===== config.mk =====
export PLATFORM = sky130hd
export DESIGN_NAME = serial_add_ctrl
export DESIGN_NICKNAME = d
export VERILOG_FILES = /design/src/rtl/serial_add_ctrl.sv
export SDC_FILE = /design/constraint.sdc
export NUM_CORES = 1
export LEC_CHECK = 0
export ABC_AREA = 1
export CORE_MARGIN = 2
export CORE_UTILIZATION = 54
export CTS_CLUSTER_SIZE = 16
export DETAILED_ROUTE_END_ITERATION = 7
export GPL_TIMING_DRIVEN = 0
export PLACE_DENSITY = 0.85
export SKIP_CTS_REPAIR_TIMING = 1
export SKIP_LAST_GASP = 1
export SYNTH_ARGS = -nofsm -noshare
export SYNTH_HDL_FRONTEND = slang
export SYNTH_SLANG_ARGS = --single-unit

===== constraint.sdc =====
create_clock -name clk -period 4.9 [get_ports clk]
set_input_delay 0.98 -clock clk [delete_from_list [all_inputs] [get_ports clk]]
set_output_delay 0.98 -clock clk [all_outputs]
set_load 0.005 [all_outputs]

===== src/rtl/serial_add_ctrl.sv =====
// serial_add_ctrl: bit-serial adder controller. A single 1-bit full-adder
// cell is reused once per clock, LSB first, to form A+B+Cin over WIDTH
// cycles. The FSM runs IDLE -> RUN (WIDTH cycles) -> DONE (1 cycle) -> IDLE.
//
// Optional feature macro: SERIAL_ADD_SUB_EN adds input Sub; Sub=1 computes
// A-B as A+~B+1 (Cin ignored), and Ca=1 then means "no borrow".
//
// Ports:
//   clk    in   sole clock, rising edge
//   rst    in   asynchronous active-high reset
//   start  in   begin one operation (accepted only in IDLE)
//   A, B   in   WIDTH-bit operands, captured on accepted start
//   Cin    in   carry-in, captured on accepted start
//   Sub    in   (SERIAL_ADD_SUB_EN only) subtract select, captured on start
//   busy   out  high while in RUN
//   done   out  one-cycle pulse while in DONE; Sum/Ca valid
//   Sum    out  registered WIDTH-bit result, held until next accepted start
//   Ca     out  registered carry-out of bit WIDTH-1

module serial_add_fa (
  input  logic a,
  input  logic b,
  input  logic ci,
  output logic s,
  output logic co
);
  assign s  = a ^ b ^ ci;
  assign co = (a & b) | (ci & (a ^ b));
endmodule

module serial_add_ctrl #(
  parameter int WIDTH = 8
) (
  input  logic             clk,
  input  logic             rst,
  input  logic             start,
  input  logic [WIDTH-1:0] A,
  input  logic [WIDTH-1:0] B,
  input  logic             Cin,
`ifdef SERIAL_ADD_SUB_EN
  input  logic             Sub,
`endif
  output logic             busy,
  output logic             done,
  output logic [WIDTH-1:0] Sum,
  output logic             Ca
);

  // cnt must reach WIDTH after the last bit without wrapping, hence +1 bit.
  localparam int IW = $clog2(WIDTH);
  localparam int CW = IW + 1;

  typedef enum logic [1:0] {IDLE, RUN, DONE} state_t;

  state_t           state, state_nx;
  logic [WIDTH-1:0] a_r, b_r;
  logic             c_r;
  logic [CW-1:0]    cnt;
  logic [IW-1:0]    idx;
  logic             last, ld;
  logic             fa_s, fa_co;
  logic [WIDTH-1:0] b_in;
  logic             c_in;

  assign idx  = cnt[IW-1:0];
  assign last = (cnt == CW'(WIDTH - 1));

  // Subtraction folds into the add path: invert B and force carry-in to 1
  // at capture time, so the serial datapath stays identical.
`ifdef SERIAL_ADD_SUB_EN
  assign b_in = Sub ? ~B : B;
  assign c_in = Sub ? 1'b1 : Cin;
`else
  assign b_in = B;
  assign c_in = Cin;
`endif

  serial_add_fa u_fa (
    .a  (a_r[idx]),
    .b  (b_r[idx]),
    .ci (c_r),
    .s  (fa_s),
    .co (fa_co)
  );

  always_ff @(posedge clk or posedge rst) begin
    if (rst) state <= IDLE;
    else     state <= state_nx;
  end

  always_comb begin
    state_nx = state;
    busy     = 1'b0;
    done     = 1'b0;
    ld       = 1'b0;
    case (state)
      IDLE: if (start) begin
        ld       = 1'b1;
        state_nx = RUN;
      end
      RUN: begin
        busy = 1'b1;
        if (last) state_nx = DONE;
      end
      DONE: begin
        done     = 1'b1;
        state_nx = IDLE;
      end
      default: state_nx = IDLE;
    endcase
  end

  always_ff @(posedge clk or posedge rst) begin
    if (rst) begin
      a_r <= '0;
      b_r <= '0;
      c_r <= 1'b0;
      cnt <= '0;
      Sum <= '0;
      Ca  <= 1'b0;
    end else if (ld) begin
      a_r <= A;
      b_r <= b_in;
      c_r <= c_in;
      cnt <= '0;
    end else if (busy) begin
      Sum[idx] <= fa_s;
      c_r      <= fa_co;
      cnt      <= cnt + CW'(1);
      if (last) Ca <= fa_co;
    end
  end

endmodule


==> impl_metrics.py, run 1 <==
metrics = {
    "status": {
        "run_status": "complete, no violations",
    },
    "pwr": {
        "ir_worst_vdd_v": 0.0004960,
        "leakage_nw": 0.9824,
        "power_density_nw_per_um2": 648.4,
    },
    "yosys": {
        "yosysTopAreaCell": "dfrtp_1",
        "synth_ff_type": "dfrtp_1",
        "synth_area_sq_um": 1546,
        "synthMuxAreaShare": 0,
        "synth.most_common_cell": "nand2_1",
        "synthAdderAreaFrac": 0.02104,
        "yosys.area_share.simple": 0.3115,
        "syn_nets": 218,
        "async_flop_share": 1.000,
        "synth_top_cell_area_share": 0.5178,
        "synth_common_cells": "nand2_1 (79), dfrtp_1 (32), inv_1 (23), nand3_1 (21), o21ai_1 (14)",
        "post_synth_num_cell_types": 19,
        "synth_warnings": 0,
        "syn_inst": 196,
        "avgSynthCellArea_sq_um": 7.890,
        "synth-compound-area-share": 0.05987,
        "synth_edf_count": 0,
        "synth_top_family_by_area": "simple AND/OR/NAND/NOR gates",
        "synth_seq_cells": 32,
        "synth-seq-area-share": 0.5178,
        "synth_area_leaders": "dfrtp_1 (52%), nand2_1 (19%), nand3_1 (6.8%)",
        "synth_xor_area_frac": 0,
    },
    "sta": {
        "slew_viol_final": 0,
        "tns_ns": 0,
        "skew_ns": 0.008688,
        "tightest_slew_ns": 1.179,
        "period_minus_slack_ns": 2.497,
        "hold_viol": 0,
        "whs_ns": 0.4813,
        "setup_viol": 0,
        "max_freq_mhz": 400.5,
        "post-route-period-util": 0.5095,
        "rsz0062_at_grt": "false",
        "relSlewSlack": 0.2134,
    },
    "routing": {
        "ant_nets": 0,
        "post-route-drc-count": 0,
        "viasPerCell": 4.974,
        "drt_first_pass_iters": 4,
        "routedWlPerCell_microns": 11.52,
        "first_iter_violations": 38,
        "drt-total-wl_microns": 3053,
        "num_vias": 1318,
    },
    "floorplanning": {
        "dieArea_sq_um": 3308,
        "die_x_microns": 57.52,
        "pin_count": 31,
        "placementRows": 19,
        "core_sq_um": 2734,
        "initial_utilization": 0.5657,
        "fp.dieH_microns": 57.52,
    },
    "setup_path": {
        "worst_ep_arrival_time_ns": 1.52,
        "rr_endpoint": "Sum[3]",
        "reg2regPathDepth": 13,
        "cp_max_fo": 8,
        "r2r_slack_ns": 2.70,
        "rr_startpoint": "cnt[0]",
        "path_class": "reg -> out",
        "endpoint": "busy",
        "startpoint": "state[0]",
        "end_kind": "output pin",
        "critPathRequiredTime_ns": 3.92,
        "start_kind": "register",
    },
    "clocking": {
        "cts.sinks": 32,
        "htree_levels": 2,
        "cts_tree": "yes",
        "clock_path_buffers": 2,
        "clk_latency_ns": 0.33,
        "cts.clk_slew.worst_paths_ns": 0.10,
        "cts_made_buffers": 5,
        "cts-root-buf": "clkbuf_4",
    },
    "global_routing": {
        "grt_max_degree": 33,
        "grt_pass1_wl_microns": 5430,
        "grt_antenna_before_repair": 0,
        "track_usage": 0.2161,
        "overflow": 0,
        "grt_pass1_vias": 1228,
    },
    "min_path": {
        "hold_path.class": "reg -> reg",
        "hold_depth": 2,
    },
    "placed_design": {
        "detailed_place_hpwl_microns": 2179,
        "portBuffers": 30,
        "gp_congestion": 0.8314,
    },
    "final_layout": {
        "drive_gt1_frac": 0.09402,
        "final_net_count": 255,
        "diodes": 0,
        "areaGrowthSynthToFinish_pct": 25.73,
    },
    "job": {
        "maxCapViolations": 0,
    },
}
==> layout by cell type, fill, tap and decap left out, drive strengths merged <==
master | synthesis | layout
o21bai | 1 | 1
nor2 | 9 | 9
clkbuf | 1 | 9
fa | 1 | 1
o21ai | 17 | 17
dfrtp | 32 | 32
inv | 27 | 27
ha | 1 | 1
nand3 | 22 | 22
buf | 5 | 5
clkdlybuf4s50 | 0 | 30
nand2 | 80 | 80
==> how the worst min path moves through the flow <==
stage,from,endpoint
after detailed placement,Sum[2],Sum[2]
after global placement,Sum[7],Sum[7]
after global routing,Sum[6],Sum[6]
after floorplan,a_r[2],a_r[2]
final,Sum[2],Sum[2]
after CTS,Sum[2],Sum[2]
==> registers in the layout (all words and copies together), names as in the netlist <==
signal and count:
cnt 4, c_r 1, a_r 8, Sum 8, b_r 8, state 2
Ca 1
==> through the flow <==
step / utilization / total power, W / worst slack (ns) / instance area (sq um) / std cells
6_report: 0.7112 / 0.001261 / 2.403 / 1944 / 265
5_1_grt: 0.7112 / 0.001381 / 2.326 / 1944 / 265
4_1_cts: 0.7112 / 0.001269 / 2.386 / 1944 / 265
3_5_place_dp: 0.6897 / 0.001108 / 2.472 / 1886 / 257
3_3_place_gp: 0.6897 / 0.001088 / 2.496 / 1886 / 257
2_1_floorplan: - / 0.0008916 / 2.999 / 1546 / 196
==> where the power goes <==
part           total [W]  internal (W)  leakage [nW]  switching [W]
combinational   0.000653      0.000265         0.556       0.000387
clock           0.000158     0.0000708        0.0326      0.0000873
sequential      0.000450      0.000389         0.394      0.0000609
==> cell families (layout without fill, tap and decap cells) <==
kind of cell    Yosys count  in the layout
simple gates            111            111
flops                    32             32
compound gates           18             18
fa+ha+maj                 2              2
buf+inv                  33             71
==> final cells by class <==
type	count	area, sq um
Sequential cell	32	800.8
Inverter	27	101.3
Tap cell	31	38.79
Clock buffer	8	58.81
Multi-Input combinational cell	131	606.8
Buffer	6	37.54
Timing Repair Buffer	30	300.3
Fill cell	217	789.5
==> per-layer routing <==
layer,up-vias,global-route usage,part of all wire
met3,7,0.05442,0.058
li1,676,-,-
met2,33,0.3198,0.46
met5,-,0,0
met4,0,0.1063,0.020
met1,602,0.2963,0.46
==> worst max-delay path: stages (launching register included) <==
cell and delay [ns]:
dfrtp_1 0.40, inv_2 0.08, nor2_4 0.17, clkdlybuf4s50_1 0.54
Power figures use the tool's default switching activity.
==> run 2: changes to the inputs <==
CORE_UTILIZATION = 45   (was 54)
PLACE_DENSITY = 0.76   (was 0.85)
clock period = 2.04 ns   (was 4.9 ns; I/O delays follow)
==> impl_metrics.py, run 2 (synthesis results as in run 1) <==
metrics = {
    "pwr": {
        "clkPwrFrac": 0.100,
        "comb_power_share": 0.570,
        "ir_worst_vdd_v": 0.0006724,
        "switchingPower_w": 0.001455,
        "power_density_nw_per_um2": 1600,
        "leakage_nw": 1.020,
        "p_int_w": 0.001897,
        "pwr-share-seq": 0.331,
        "swShare": 0.4340,
    },
    "sta": {
        "setup_viol": 0,
        "worst_slack_ns": 0.05702,
        "tightest_slew_ns": 0.3058,
        "max_freq_mhz": 504.3,
        "period_minus_slack_ns": 1.983,
        "relSlewSlack": 0.7949,
        "slew_viol_final": 0,
        "skew_ns": 0.01026,
        "whs_ns": 0.2698,
        "post-route-period-util": 0.9720,
        "hold_viol": 0,
        "tns_ns": 0,
    },
    "clocking": {
        "clock_path_buffers": 2,
        "cts.sinks": 32,
        "cts_made_buffers": 5,
        "cts_tree": "yes",
        "clk_latency_ns": 0.34,
        "cts-root-buf": "clkbuf_4",
        "htree_levels": 2,
        "cts.clk_slew.worst_paths_ns": 0.10,
    },
    "final_layout": {
        "fin_area_sq_um": 2095,
        "areaGrowthSynthToFinish_pct": 35.44,
        "final_net_count": 260,
        "layout_common_cells": "nand2_1 (79), dfrtp_1 (30), clkdlybuf4s50_1 (30)",
        "fill_cells": 305,
        "drive_gt1_frac": 0.1681,
        "diodes": 0,
        "largest_registers": "Sum: 8 flops, a_r: 8 flops, b_r: 8 flops",
        "mostFrequentLayoutCell": "nand2_1",
        "layout.cells.non_filler": 284,
    },
    "routing": {
        "post-route-drc-count": 0,
        "drt_first_pass_iters": 4,
        "routedWlPerCell_microns": 11.74,
        "drt-total-wl_microns": 3334,
        "ant_nets": 0,
        "num_vias": 1321,
        "viasPerCell": 4.651,
        "first_iter_violations": 34,
    },
    "setup_path": {
        "path_class": "reg -> reg",
        "cp_max_fo": 8,
        "crit_buf_inv": 3,
        "crit_family": "adder cells",
        "start_kind": "register",
        "critPathRequiredTime_ns": 2.32,
        "crit_path_frequent_cell": "nand2_1",
        "end_kind": "register",
        "worst_ep_arrival_time_ns": 2.26,
        "path_cells": "buf_6, buf_4, nand2_1, nand2_1, nand2_1, nand2_1, inv_1, nand2_1, fa_2, nand3_2, nand2_1",
        "max_stage_delay_ns": 0.70,
        "cpMaxStageDelayCell": "fa_2",
    },
    "min_path": {
        "hold_path.class": "in -> async",
    },
    "global_routing": {
        "grt_pass1_vias": 1216,
        "grt_max_degree": 33,
        "track_usage": 0.1847,
        "grt_pass1_wl_microns": 5609,
        "overflow": 0,
        "grt_antenna_before_repair": 0,
    },
    "placed_design": {
        "gp_congestion": 0.8090,
        "detailed_place_hpwl_microns": 2315,
        "place_area_sq_um": 1904,
        "place_inst": 272,
        "portBuffers": 30,
        "dpl_worst_slack_ns": -0.1551,
    },
    "floorplanning": {
        "die_x_microns": 62.62,
        "dieArea_sq_um": 3921,
        "placementRows": 21,
        "fp.dieH_microns": 62.62,
        "core_sq_um": 3311,
        "pin_count": 31,
        "initial_utilization": 0.4671,
    },
    "job": {
        "maxCapViolations": 0,
    },
    "status": {
        "run_status": "complete, no violations",
    },
}
[run 2: changes by cell type in the layout (fill, tap and decap cells not counted), moves of 2 or more]
cell      previous run  this run
dfrtp_2              0         2
dfrtp_1             32        30
nand3_1             21        14
buf_4                1         4
nor2_1               4         2
nor2_4               2         5
clkbuf_1             3         1
nand3_2              0         7
[run 2: routing by layer]
metal / vias up / part of all wire / track usage
met5: - / 0 / 0
met1: 603 / 0.46 / 0.2331
li1: 685 / - / -
met3: 6 / 0.043 / 0.05586
met4: 0 / 0.014 / 0.06667
met2: 27 / 0.49 / 0.3011
[run 2: final timing paths]
| kind | start | end | slack (ns) | depth (start not counted) |
|---|---|---|---|---|
| max | cnt[0] | Sum[3] | 0.06 | 11 |
| min | rst | a_r[7] | 0.27 | 2 |
| max reg2reg | cnt[0] | Sum[3] | 0.06 | 11 |
| min reg2reg | Sum[0] | Sum[0] | 0.48 | 2 |
| max in group asynchronous | rst | cnt[2] | 1.35 | 3 |
| min in group clk | Sum[0] | Sum[0] | 0.48 | 2 |
[run 2: power groups by stage]
stage | logic [W] | clock network, W | registers, W
2_1_floorplan | 0.00106 | 0 | 0.00108
3_3_place_gp | 0.00154 | 0 | 0.00108
3_5_place_dp | 0.00159 | 0 | 0.00110
4_1_cts | 0.00159 | 0.000339 | 0.00108
5_1_grt | 0.00212 | 0.000372 | 0.00114
6_report | 0.00191 | 0.000334 | 0.00111
[run 2: final cells by class]
type / instances / area (sq um) / area share
multi-input combinational: 131 / 664.4 / 0.3172
inverter: 27 / 106.4 / 0.05078
clock buffer: 6 / 41.29 / 0.01971
clock inverter: 1 / 5.005 / 0.002389
timing repair buffer: 36 / 375.4 / 0.1792
sequential: 32 / 803.3 / 0.3835
buffer: 5 / 41.29 / 0.01971
tap: 46 / 57.56 / 0.02748
[run 2: per-stage QoR]
step | utilization | total power, W
2_1_floorplan | - | 0.002142
3_3_place_gp | 0.5752 | 0.002624
3_5_place_dp | 0.5752 | 0.002687
4_1_cts | 0.5892 | 0.003011
5_1_grt | 0.6327 | 0.003630
6_report | 0.6327 | 0.003352
